===== config.mk =====
export PLATFORM = sky130hd
export DESIGN_NAME = imem_responder_flat
export DESIGN_NICKNAME = d
export VERILOG_FILES = /design/src/rtl/imem_responder_if.sv /design/src/rtl/imem_responder.sv /design/src/flat_wrapper.sv
export SDC_FILE = /design/constraint.sdc
export NUM_CORES = 2
export LEC_CHECK = 0
export ABC_AREA = 1
export BUFFER_PORTS_ARGS = -buffer_cell sky130_fd_sc_hd__buf_2
export CORE_MARGIN = 10
export CORE_UTILIZATION = 35
export CTS_CLUSTER_DIAMETER = 100
export CTS_CLUSTER_SIZE = 25
export DETAILED_ROUTE_END_ITERATION = 8
export SLEW_MARGIN = 10
export SYNTH_ARGS = -nofsm -noshare
export SYNTH_HDL_FRONTEND = slang
export SYNTH_SLANG_ARGS = --single-unit
export TNS_END_PERCENT = 30

===== constraint.sdc =====
create_clock -name clk -period 3.5 [get_ports clk]
set_clock_uncertainty 0.15 [all_clocks]
set_input_delay 0.175 -clock clk [delete_from_list [all_inputs] [get_ports clk]]
set_output_delay 0.175 -clock clk [all_outputs]
set_load 0.05 [all_outputs]

===== src/rtl/imem_responder_if.sv =====
`default_nettype none
// ============================================================================
// Module      : imem_responder_if
// Description : Fetch-side request/response, flush and program-load bundle
//               for the instruction-memory responder.
// Revision    : 1.0 - initial release
// ============================================================================
interface imem_responder_if #(
    parameter int ADDR_W = 8
) ();
    logic              req_valid;
    logic [15:0]       req_addr;
    logic              req_ready;
    logic              flush;
    logic              rsp_valid;
    logic              rsp_ready;
    logic [15:0]       rsp_data;
    logic [15:0]       rsp_addr;
    logic              rsp_err;
    logic              ld_en;
    logic [ADDR_W-1:0] ld_addr;
    logic [15:0]       ld_data;
    logic              busy;

    modport master (
        output req_valid, req_addr, flush, rsp_ready, ld_en, ld_addr, ld_data,
        input  req_ready, rsp_valid, rsp_data, rsp_addr, rsp_err, busy
    );

    modport slave (
        input  req_valid, req_addr, flush, rsp_ready, ld_en, ld_addr, ld_data,
        output req_ready, rsp_valid, rsp_data, rsp_addr, rsp_err, busy
    );
endinterface
`default_nettype wire


===== src/rtl/imem_responder.sv =====
`default_nettype none
// ============================================================================
// Module      : imem_responder
// Description : Fixed-latency instruction store responder with back-pressure,
//               flush of in-flight reads and a program-load write port.
// Revision    : 1.0 - initial release
// ============================================================================
module imem_responder #(
    parameter int ADDR_W  = 8,
    parameter int LATENCY = 2
) (
    input  wire logic           clk,
    input  wire logic           rst,
    imem_responder_if.slave     bus
);
    localparam int c_DEPTH = 1 << ADDR_W;

    logic [15:0]               r_mem [c_DEPTH];
    logic [LATENCY-1:0]        r_vld;
    logic [LATENCY-1:0]        r_err;
    logic [LATENCY-1:0][15:0]  r_addr;
    logic [LATENCY-1:0][15:0]  r_data;

    logic        w_stall;
    logic        w_req_ready;
    logic        w_accept;
    logic        w_oob;
    logic [15:0] w_rd_data;

    // A flush must still admit the redirect request even while the head is stalled.
    always_comb begin
        w_stall     = r_vld[LATENCY-1] & ~bus.rsp_ready;
        w_req_ready = rst & ~bus.ld_en & (bus.flush | ~w_stall);
        w_accept    = bus.req_valid & w_req_ready;
        w_oob       = (bus.req_addr >> ADDR_W) != 16'd0;
        w_rd_data   = w_oob ? 16'h0000 : r_mem[bus.req_addr[ADDR_W-1:0]];
    end

    always_ff @(posedge clk) begin
        if (bus.ld_en) begin
            r_mem[bus.ld_addr] <= bus.ld_data;
        end
    end

    always_ff @(posedge clk) begin
        if (!rst) begin
            r_vld  <= '0;
            r_err  <= '0;
            r_addr <= '0;
            r_data <= '0;
        end else if (bus.flush || !w_stall) begin
            for (int i = 1; i < LATENCY; i++) begin
                r_vld[i]  <= bus.flush ? 1'b0 : r_vld[i-1];
                r_err[i]  <= r_err[i-1];
                r_addr[i] <= r_addr[i-1];
                r_data[i] <= r_data[i-1];
            end
            r_vld[0]  <= w_accept;
            r_err[0]  <= w_oob;
            r_addr[0] <= bus.req_addr;
            r_data[0] <= w_rd_data;
        end
    end

    assign bus.req_ready = w_req_ready;
    assign bus.rsp_valid = r_vld[LATENCY-1];
    assign bus.rsp_data  = r_data[LATENCY-1];
    assign bus.rsp_addr  = r_addr[LATENCY-1];
    assign bus.rsp_err   = r_err[LATENCY-1];
    assign bus.busy      = |r_vld;

endmodule
`default_nettype wire


===== src/flat_wrapper.sv =====
// flat-port wrapper written by rule: the top's interface ports become plain ports
module imem_responder_flat 
#(
    parameter int ADDR_W  = 8,
    parameter int LATENCY = 2
)
  (clk, rst, bus_req_valid, bus_req_addr, bus_flush, bus_rsp_ready, bus_ld_en, bus_ld_addr, bus_ld_data, bus_req_ready, bus_rsp_valid, bus_rsp_data, bus_rsp_addr, bus_rsp_err, bus_busy);
  imem_responder_if #(.ADDR_W(ADDR_W)) bus_i ();
  input  wire logic clk;
  input  wire logic rst;
  input wire logic [$bits(bus_i.req_valid)-1:0] bus_req_valid;
  input wire logic [$bits(bus_i.req_addr)-1:0] bus_req_addr;
  input wire logic [$bits(bus_i.flush)-1:0] bus_flush;
  input wire logic [$bits(bus_i.rsp_ready)-1:0] bus_rsp_ready;
  input wire logic [$bits(bus_i.ld_en)-1:0] bus_ld_en;
  input wire logic [$bits(bus_i.ld_addr)-1:0] bus_ld_addr;
  input wire logic [$bits(bus_i.ld_data)-1:0] bus_ld_data;
  output wire logic [$bits(bus_i.req_ready)-1:0] bus_req_ready;
  output wire logic [$bits(bus_i.rsp_valid)-1:0] bus_rsp_valid;
  output wire logic [$bits(bus_i.rsp_data)-1:0] bus_rsp_data;
  output wire logic [$bits(bus_i.rsp_addr)-1:0] bus_rsp_addr;
  output wire logic [$bits(bus_i.rsp_err)-1:0] bus_rsp_err;
  output wire logic [$bits(bus_i.busy)-1:0] bus_busy;
  assign bus_i.req_valid = bus_req_valid;
  assign bus_i.req_addr = bus_req_addr;
  assign bus_i.flush = bus_flush;
  assign bus_i.rsp_ready = bus_rsp_ready;
  assign bus_i.ld_en = bus_ld_en;
  assign bus_i.ld_addr = bus_ld_addr;
  assign bus_i.ld_data = bus_ld_data;
  assign bus_req_ready = bus_i.req_ready;
  assign bus_rsp_valid = bus_i.rsp_valid;
  assign bus_rsp_data = bus_i.rsp_data;
  assign bus_rsp_addr = bus_i.rsp_addr;
  assign bus_rsp_err = bus_i.rsp_err;
  assign bus_busy = bus_i.busy;
  imem_responder #(.ADDR_W(ADDR_W), .LATENCY(LATENCY)) u_core (.clk(clk), .rst(rst), .bus(bus_i));
endmodule

==> metrics.txt <==
Max Slew Vio Count=0; Syn Nets=13900; top cells by area, synth=edfxtp_1 (73%), nand3_1 (12%), nand2_1 (9.3%); Initial DRC Count=16400; Mapped Avg Cell Area=12.1 sq um; fraction of layout cells with a size suffix above 1=7.62%; hpwl dp=299000 um; vias per cell=5.42; clock sinks=4164; multi-input logic area=37800 sq um; largest net degree at the start of global routing=105; CORE AREA=476000 sq um; Slew @ Worst Pin=1200 ps; first-pass detailed-route iteration total=7; YS warnings=0; number of max-cap violations=0; vias in the first global route=101000; clock root cell=clkbuf_16; clk_lat worst skew=980 ps; pwr dens=475 nW/um^2; CTS buffer count=193; die area=506000 sq um; Hold Path Class=in -> reg; Ports=82; cts repair resizes=0; Max Root-Sink Buffers=4; pre-CTS setup slack=-82.8 ps; achievable frequency=0.312 GHz; register area=124000 sq um; Initial Util=35.2%; initial antenna violation count=47; status=finished clean; port buffer count=81; Area Overhead vs Synth=10.5%; Post-CTS Setup Repair Bufs=0; H-tree Lvls=4; Netlist cell types=21; crit path launch type=primary input; GRT overflow=0; RSZ-0062 raised after global routing=false; critical path class=in -> reg; fin crit period=3210 ps; drc violations=0; commonest non-fill, non-tap cells in the layout=nand2_1 (4134), edfxtp_1 (4096), nand3_1 (4083), buf_4 (579), nor2_1 (346); routability cong.=0.861; leakage=63.3 nW; area share of the largest cell type after synthesis=73.5%; DIE HEIGHT=712 um; Final WS setup=291 ps; Setup Viol. Count Final=0; clk slew on worst S/H paths=100 ps; peak supply drop=0.000389 V; register bit total from synthesis=4164; net count reported at finish=14000; vias=111000; Avg WL per Cell=24.7 um; total track usage=19.0%; Hold Vio Cnt, Final=0; fillers=44700; Worst slew margin=19.8%; WP data required=3990 ps; Inst Count DP=20100; Synth Cell Area=167000 sq um; CTS tree=built; crit path max fanout=5; die width=712 um; first-pass GRT wire length=728000 um; CP Data Arrival Time=3700 ps; top cell type by total area after synthesis=edfxtp_1; DRT Wirelength=506000 um; remaining antenna violation count after routing=0; Post-Synthesis Cells=13900; Final Cycle Share=91.7%; TNS Setup=0 ps; commonest non-fill, non-tap cell in the layout=nand2_1; critical path endpoint category=register; non-filler instance count after layout=20500; Hold Slack=98.6 ps; Seq/Total Area, Yosys=74.3%; row cnt=253
==> registers in the layout (all words and copies together), names as in the netlist <==
register,cells
u_core.bus.rsp_addr,16
u_core.r_vld,2
u_core.bus.rsp_data,16
u_core.r_mem,4096
u_core.r_data,16
u_core.r_err,2
u_core.r_addr,16
==> timing repair <==
item | CTS | global route
endpoints found under the setup margin | 0 | 0
hold buffers | 69 | 0
hold endpoints to repair | 4421 | 0
==> worst max-delay path, cell delays in order <==
cell and delay (ps):
dlygate4sd3_1 730, buf_2 200, inv_1 50, nor2_1 80
dlygate4sd3_1 570, inv_1 90, nor2_1 230, dlygate4sd3_1 610
inv_1 80, nor2_1 160, dlygate4sd3_1 730
==> path summary, 6_finish.rpt <==
path | start | to | slack, ps | depth (start not counted)
setup / recovery | bus_ld_addr[0] | u_core.r_mem[169][10] | 290 | 11
hold / removal | bus_ld_data[2] | u_core.r_mem[60][2] | 100 | 2
setup reg to reg | u_core.r_vld[1] | u_core.r_vld[0] | 770 | 9
hold reg to reg | u_core.r_err[0] | u_core.r_err[1] | 310 | 2
==> cells in the mapped netlist, drive strengths merged <==
library cell and count:
clkbuf 222, nand4 2, nor2 350, o21ai 49, or2 1, clkinv 3, buf 768, nand3 4083
nand2 4150, a21oi 34, inv 49, nor3 3, a211oi 1, edfxtp 4096, dfxtp 68
==> logic make-up after synthesis <==
kind of cell           count (synthesis)  share of synthesized area, %
AO/OA/AOI/OAI                         84                         0.253
buffers and inverters               1042                          3.15
flip-flops                          4164                          74.3
AND/OR/NAND/NOR                     8589                          22.3
==> layout make-up <==
class,instances,share of cell area [%]
sequential,4164,67.2
multi-input combinational,8673,20.5
timing repair buffer,898,4.89
tap,6375,4.31
clock buffer,261,2.76
clock inverter,19,0.196
inverter,52,0.139
antenna,20,0.0271
==> per-stage QoR <==
stage	util (%)	cell area (sq um)	total power [mW]
5_1_grt	38.9	185000	90.4
6_report	38.9	185000	87.9
3_3_place_gp	37.6	179000	62.6
4_1_cts	38.9	185000	88.2
3_5_place_dp	37.6	179000	62.7
2_1_floorplan	-	167000	59.3
==> layer usage <==
layer	track usage, %	vias up	wire length, um
li1	-	49400	-
met1	27.9	55000	212000
met2	28.8	5687	225000
met3	2.86	734	50500
met4	6.21	16	18200
met5	0	-	101
==> power breakdown <==
group          leakage (nW)  switching [mW]  internal [mW]
clock network          2.63            15.7           10.5
logic                  23.3            5.10           1.78
registers              37.4          0.0330           54.8
No activity file was read; power rests on OpenSTA's default activity.
